<file path="config.mk">
export PLATFORM = sky130hd
export DESIGN_NAME = aes_round_sequencer
export DESIGN_NICKNAME = d
export VERILOG_FILES = /design/src/rtl/aes_pkg.sv /design/src/rtl/aes_round_counter_ld.sv /design/src/rtl/aes_round_sequencer.sv
export SDC_FILE = /design/constraint.sdc
export NUM_CORES = 1
export LEC_CHECK = 0
export CAP_MARGIN = 10
export CORE_AREA = 2 2 39 41
export CTS_BUF_LIST = sky130_fd_sc_hd__clkbuf_8
export DETAILED_ROUTE_END_ITERATION = 8
export DIE_AREA = 0 0 41 43
export PLACE_DENSITY = 0.85
export SYNTH_ARGS = -nofsm -noshare
export SYNTH_HDL_FRONTEND = slang
export SYNTH_SLANG_ARGS = --single-unit
</file>
<file path="constraint.sdc">
create_clock -name clk -period 4.15 [get_ports clk]
set_clock_uncertainty 0.1 [all_clocks]
set_input_delay 0.83 -clock clk [delete_from_list [all_inputs] [get_ports clk]]
set_output_delay 0.83 -clock clk [all_outputs]
set_load 0.02 [all_outputs]
</file>
<file path="src/rtl/aes_pkg.sv">
// Shared AES sequencing types: key lengths, round counts and sequencer states.
package aes_pkg;

    localparam int NR_128 = 10;
    localparam int NR_192 = 12;
    localparam int NR_256 = 14;

    typedef enum logic [1:0] {
        KEY_128  = 2'b00,
        KEY_192  = 2'b01,
        KEY_256  = 2'b10,
        KEY_RSVD = 2'b11
    } key_len_t;

    typedef enum logic [2:0] {
        IDLE,
        INIT,
        ROUND,
        FINAL,
        DONE
    } seq_state_t;

endpackage

</file>
<file path="src/rtl/aes_round_counter_ld.sv">
// Round index counter: clear to zero, count on enable, flag the round before Nr.
module aes_round_counter_ld #(
    parameter int CNT_SIZE = 4
) (
    input  logic                clk,
    input  logic                rst_n,
    input  logic                clr,
    input  logic                en,
    input  logic [CNT_SIZE-1:0] nr,
    output logic [CNT_SIZE-1:0] cnt,
    output logic                term
);

    localparam logic [CNT_SIZE-1:0] ONE = CNT_SIZE'(1);

    assign term = (cnt == (nr - ONE));

    always_ff @(posedge clk or negedge rst_n) begin
        if (!rst_n) begin
            cnt <= '0;
        end else if (clr) begin
            cnt <= '0;
        end else if (en) begin
            cnt <= cnt + ONE;
        end
    end

endmodule

</file>
<file path="src/rtl/aes_round_sequencer.sv">
// Sequences one AES block (AES-128/192/256) with stall, abort and round flags.
module aes_round_sequencer #(
    parameter int CNT_SIZE = 4,
    parameter int NR_128   = aes_pkg::NR_128,
    parameter int NR_192   = aes_pkg::NR_192,
    parameter int NR_256   = aes_pkg::NR_256
) (
    input  logic                clk,
    input  logic                rst_n,
    input  logic                i_start,
    input  logic [1:0]          i_key_len,
    input  logic                i_stall,
    input  logic                i_abort,
    output logic                o_ready,
    output logic                o_busy,
    output logic [CNT_SIZE-1:0] o_round,
    output logic                o_first_round,
    output logic                o_last_round,
    output logic                o_key_exp_en,
    output logic                o_done,
    output logic                o_err
);

    import aes_pkg::*;

    if (CNT_SIZE < 4) begin : g_cnt_size_chk
        $error("CNT_SIZE must be at least 4");
    end

    seq_state_t          state;
    logic [CNT_SIZE-1:0] nr;
    logic                term;
    logic                cnt_clr;
    logic                cnt_en;

    function automatic logic [CNT_SIZE-1:0] nr_of(input logic [1:0] kl);
        case (key_len_t'(kl))
            KEY_192: nr_of = CNT_SIZE'(NR_192);
            KEY_256: nr_of = CNT_SIZE'(NR_256);
            default: nr_of = CNT_SIZE'(NR_128);
        endcase
    endfunction

    assign o_ready       = (state == IDLE);
    assign o_first_round = (state == INIT);
    assign o_last_round  = (state == FINAL);
    assign o_done        = (state == DONE);
    assign o_busy        = (state == INIT) || (state == ROUND) || (state == FINAL);
    assign o_key_exp_en  = o_busy & ~i_stall;

    // FINAL holds the counter at Nr; DONE and IDLE keep it cleared for the next block.
    assign cnt_clr = i_abort || (state == IDLE) || (state == DONE);
    assign cnt_en  = ~i_stall && ((state == INIT) || (state == ROUND));

    aes_round_counter_ld #(
        .CNT_SIZE(CNT_SIZE)
    ) u_cnt (
        .clk  (clk),
        .rst_n(rst_n),
        .clr  (cnt_clr),
        .en   (cnt_en),
        .nr   (nr),
        .cnt  (o_round),
        .term (term)
    );

    always_ff @(posedge clk or negedge rst_n) begin
        if (!rst_n) begin
            state <= IDLE;
            nr    <= CNT_SIZE'(NR_128);
            o_err <= 1'b0;
        end else begin
            o_err <= 1'b0;
            if (i_abort && (state != IDLE)) begin
                state <= IDLE;
            end else begin
                unique case (state)
                    IDLE: begin
                        if (i_start && !i_abort) begin
                            if (i_key_len == KEY_RSVD) begin
                                o_err <= 1'b1;
                            end else begin
                                nr    <= nr_of(i_key_len);
                                state <= INIT;
                            end
                        end
                    end
                    INIT: begin
                        if (!i_stall) state <= ROUND;
                    end
                    ROUND: begin
                        if (!i_stall && term) state <= FINAL;
                    end
                    FINAL: begin
                        if (!i_stall) state <= DONE;
                    end
                    DONE: begin
                        state <= IDLE;
                    end
                    default: begin
                        state <= IDLE;
                    end
                endcase
            end
        end
    end

endmodule
</file>
---- After elaboration in Yosys (flattened, before gate mapping) ----
Index checks and enable logic that the tools add are counted.
operators by class
  add/sub/neg operators ................... 2
  equality and inequality tests ........... 13
  mux-type cells .......................... 14
  bitwise gates (word level) .............. 4
  reductions and logical operators ........ 15
operators with widths
  operator                                             count
  two-way mux 3 bit                                    6
  one-hot mux 3 bit (4 select lines)                   1
  two-way mux 4 bit                                    2
  equality test 3 x 2 -> 1 bit, second input constant  2
  != test 3 x 1 -> 1 bit, second input constant        2
  != test 3 x 2 -> 1 bit, second input constant        2
  one-hot mux 3 bit (2 select lines)                   1
  AND reduction 5 bit                                  1
  adder 4 x 1 -> 4 bit, second input constant          1
  equality test 2 bit, second input constant           2
  equality test 4 bit                                  1
  logical AND 1 bit                                    4
  logical OR 1 bit                                     4
  two-way mux 1 bit                                    4
  AND reduction 4 bit                                  1
  subtractor 4 x 1 -> 4 bit, second input constant     1
  equality test 3 x 1 -> 1 bit, second input constant  1
  equality test 3 bit, second input constant           1
  logical NOT 3 bit                                    1
  != test 3 bit, second input constant                 1
  NOT 1 bit                                            3
  nonzero test 3 bit                                   1
  equality test 2 x 1 -> 1 bit, second input constant  1
  logical NOT 1 bit                                    2
  other kinds (2)                                      2
word-level totals
  register bits ........................... 12
  input bits .............................. 7
  output and inout bits ................... 11
  word-level logic and storage cells ...... 52

---- Longest topological paths before layout ----
  depth after elaboration ................. 6
  depth in mapped cells ................... 5
  depth with buffers taken out ............ 5

---- Modules after synthesis ----
A second synthesis with hierarchy kept.
unflattened totals
  cell total of the unflattened synthesis .. 65
  area total of the unflattened synthesis .. 656.9 um^2
by module, submodules not included
  module                times used  cells each  area an instance (um^2)  sequential area each (um^2)
  aes_round_sequencer   1           39          387.9                    151.4
  aes_round_counter_ld  1           26          269.0                    100.1

---- Least setup slack after synthesis ----
No wires, ideal clock.
  path kind ............................... input to output
  from .................................... input port i_stall
  to ...................................... output port o_key_exp_en
  arrival time ............................ 1.514 ns
  required time ........................... 3.220 ns
  slack ................................... 1.706 ns
  cell stages on the path ................. 2
  buffers on the path ..................... 1
  cell sequence ........................... clkbuf_1 nor3_1
on the way
  cells in the longest elaborated chain, start to end .. 2
ends and longest elaborated chain
  element             line                       source
  start: declaration  aes_round_sequencer.sv:12  input logic i_stall,
  NOT 1 bit           aes_round_sequencer.sv:49  assign o_key_exp_en = o_busy & ~i_stall;
  bitwise AND 1 bit   aes_round_sequencer.sv:49
  end: declaration    aes_round_sequencer.sv:19  output logic o_key_exp_en,
No other way between the ends.

---- Worst setup path in the final report ----
Same ends and word-level chain as after synthesis.

==> key figures <==
Status
  – Run status: completed

Timing
  – Tcrit/Tclk final: 77.3%
  – Setup Total Neg Slack: 0 ps
  – Max-slew violation count: 0
  – Final critical-path required period: 3210 ps
  – Hold Vio Cnt, Final: 0
  – Maximum clock rate: 0.312 GHz
  – Max-slew headroom: 67.7%
  – RSZ-0062 raised after global routing: no
  – Slew @ Worst Pin: 483 ps
  – Setup violators final: 0

Synthesis
  – Seq cells post-synth: 10
  – Synthesized area per cell: 9.88 um^2
  – Synth Instances: 66
  – Ys async rst share: 100%
  – Post-synth EDFFs: 0
  – Commonest register cell after synthesis: dfrtp_1
  – Seq/Total Area, Yosys: 38.6%
  – Syn. warnings: 0
  – Post-synthesis instance area: 652 um^2
  – Syn Nets: 77
  – Cell variety after synth: 34

Clocking
  – H-tree depth: 1
  – Clk root buf: clkbuf_8
  – CTS sink cnt: 10
  – Setup bufs post-CTS: 0
  – CTS tree: done
  – Worst-skew pair later-pin latency: 240 ps
  – Hold buffers post-CTS: 0
  – Reg clk slew, reported paths: 50 ps
  – CTS-repair resized insts: 0
  – CTS Buffer Depth: 2
  – Total CTS buffers: 3

Floorplan
  – Top Ports: 18
  – Core box area: 1380 um^2
  – Initial Utilization: 47.1%
  – Row Count: 14
  – Chip height: 43 um
  – Die area: 1760 um^2
  – Die X: 41 um

Run
  – Number of max-cap violations: 0

Route
  – Antenna viol nets, final: 0
  – Vias: 550
  – Per-cell routed wire length: 13.1 um
  – Via/cell ratio: 5.56
  – First DRT Iteration DRCs: 10
  – DR pass1 iterations: 4
  – Post-route DRC: 0
  – WL final: 1290 um

Pwr
  – Logic pwr share: 24.4%
  – Sw Ratio: 28.4%
  – Power Density: 366 nW/um^2
  – Total power: 319 uW
  – Switching pwr: 90.5 uW
  – Clk pwr share: 39.4%
  – Sequential power share: 36.2%
  – Worst vdd ir: 0.269 mV
  – Internal power: 229 uW
  – Leak: 0.383 nW

Global route
  – Number of global-route vias before repair: 500
  – First-pass GRT wire length: 2150 um
  – Total GRT Usage: 18.2%
  – Largest net degree at the start of global routing: 15
  – Gr ovfl total: 0
  – Initial antenna violation count: 0

Final layout
  – Commonest non-fill, non-tap cell in the layout: clkdlybuf4s50_1
  – Synth-to-layout area growth: 33.6%
  – Fillers: 121
  – Most frequent cells in the layout: clkdlybuf4s50_1 (17), dfrtp_1 (9)
  – Fin nets: 95
  – Antenna cells: 0
  – Share of cells above drive strength 1: 9.64%

Placement
  – IO buf count: 17
  – HPWL after DPL: 954 um
  – RD Place Congestion: 0.760

Setup path
  – Crit Path Max Fanout: 10
  – Critical Path Source: i_stall
  – Crit path DAT: 2280 ps
  – Worst Path Required: 3220 ps
  – Reg-to-reg startpoint: state[1]
  – CP Class: in -> out
  – CP startpoint kind: primary input
  – Capturing element type of the critical path: primary output

Hold path
  – Hold WC Path Type: reg -> reg
  – Hold Crit Start: nr[1]
==> path summary, 6_finish.rpt <==
path / endpoint / slack (ps) / depth (start not counted)
max: o_key_exp_en / 940 / 3
min: nr[1] / 400 / 2
max reg2reg: u_cnt.cnt[0] / 2610 / 3
min reg2reg: nr[1] / 400 / 2
max in group asynchronous: nr[1] / 2790 / 1
min in group asynchronous: state[0] / 820 / 1
==> cell usage after synthesis (all sizes together), types with 2 or more instances <==
master | instances | area share (%)
mux2i | 4 | 6.1
a21oi | 2 | 1.5
ha | 4 | 7.7
dfrtp | 9 | 35
nor2b | 2 | 1.9
inv | 4 | 2.3
xnor2 | 2 | 3.8
xor2 | 3 | 4.0
nand2b | 2 | 1.9
nor2 | 4 | 2.3
nor3 | 4 | 3.1
nand2 | 2 | 1.2
clkbuf | 2 | 1.2
nand3 | 2 | 1.5
o31ai | 2 | 2.3
buf | 2 | 2.9
==> final cells by class <==
class,instances,area [um^2],share of cell area (%)
timing repair buffer,17,170,19.5
sequential,10,251,28.9
multi-input combinational,48,359,41.2
clock buffer,4,55.1,6.32
tap,16,20.0,2.30
inverter,4,15.0,1.72
==> per-layer routing <==
metal | vias to the layer above | global-route usage [%] | wire, um
met5 | - | 0 | 0
met4 | 0 | 10.0 | 36
met3 | 4 | 4.71 | 81
met2 | 21 | 26.9 | 587
met1 | 253 | 23.2 | 587
li1 | 272 | - | -
==> state kept, by name, summed over array words and instances, names as in the netlist <==
name	cells
u_cnt.cnt	4
state	3
nr	2
o_err	1
==> critical path: stages <==
cell             delay, ps
clkdlybuf4s50_1        580
nor3_1                 240
clkdlybuf4s50_1        630
==> cell families (layout without fill, tap and decap cells) <==
logic type / Yosys count / after routing / share of synthesized area, %
buf+inv: 8 / 25 / 6.33
flops: 10 / 10 / 38.6
simple gates: 27 / 27 / 24.8
mux: 4 / 4 / 6.14
compound gates: 8 / 8 / 8.64
xor+xnor: 5 / 5 / 7.87
fa+ha+maj: 4 / 4 / 7.68
==> metrics by stage <==
| step | util, % | std cells | setup WS [ps] | cell area, um^2 | hold slack (ps) |
|---|---|---|---|---|---|
| final | 62.9 | 99 | 940 | 871 | 405 |
| after global routing | 62.9 | 99 | 860 | 871 | 440 |
| after CTS | 62.9 | 99 | 936 | 871 | 408 |
| after detailed placement | 59.0 | 95 | 931 | 816 | 399 |
| after global placement | 59.0 | 95 | 996 | 816 | 400 |
| after floorplan | - | 66 | 1710 | 652 | 381 |
==> power groups by stage <==
stage	logic, mW	registers (mW)	clock network [mW]
after floorplan	0.0565	0.112	0
after global placement	0.0758	0.116	0
after detailed placement	0.0789	0.117	0
after CTS	0.0794	0.115	0.127
after global routing	0.0885	0.117	0.132
final	0.0779	0.116	0.126
No activity file was read; power rests on OpenSTA's default activity.
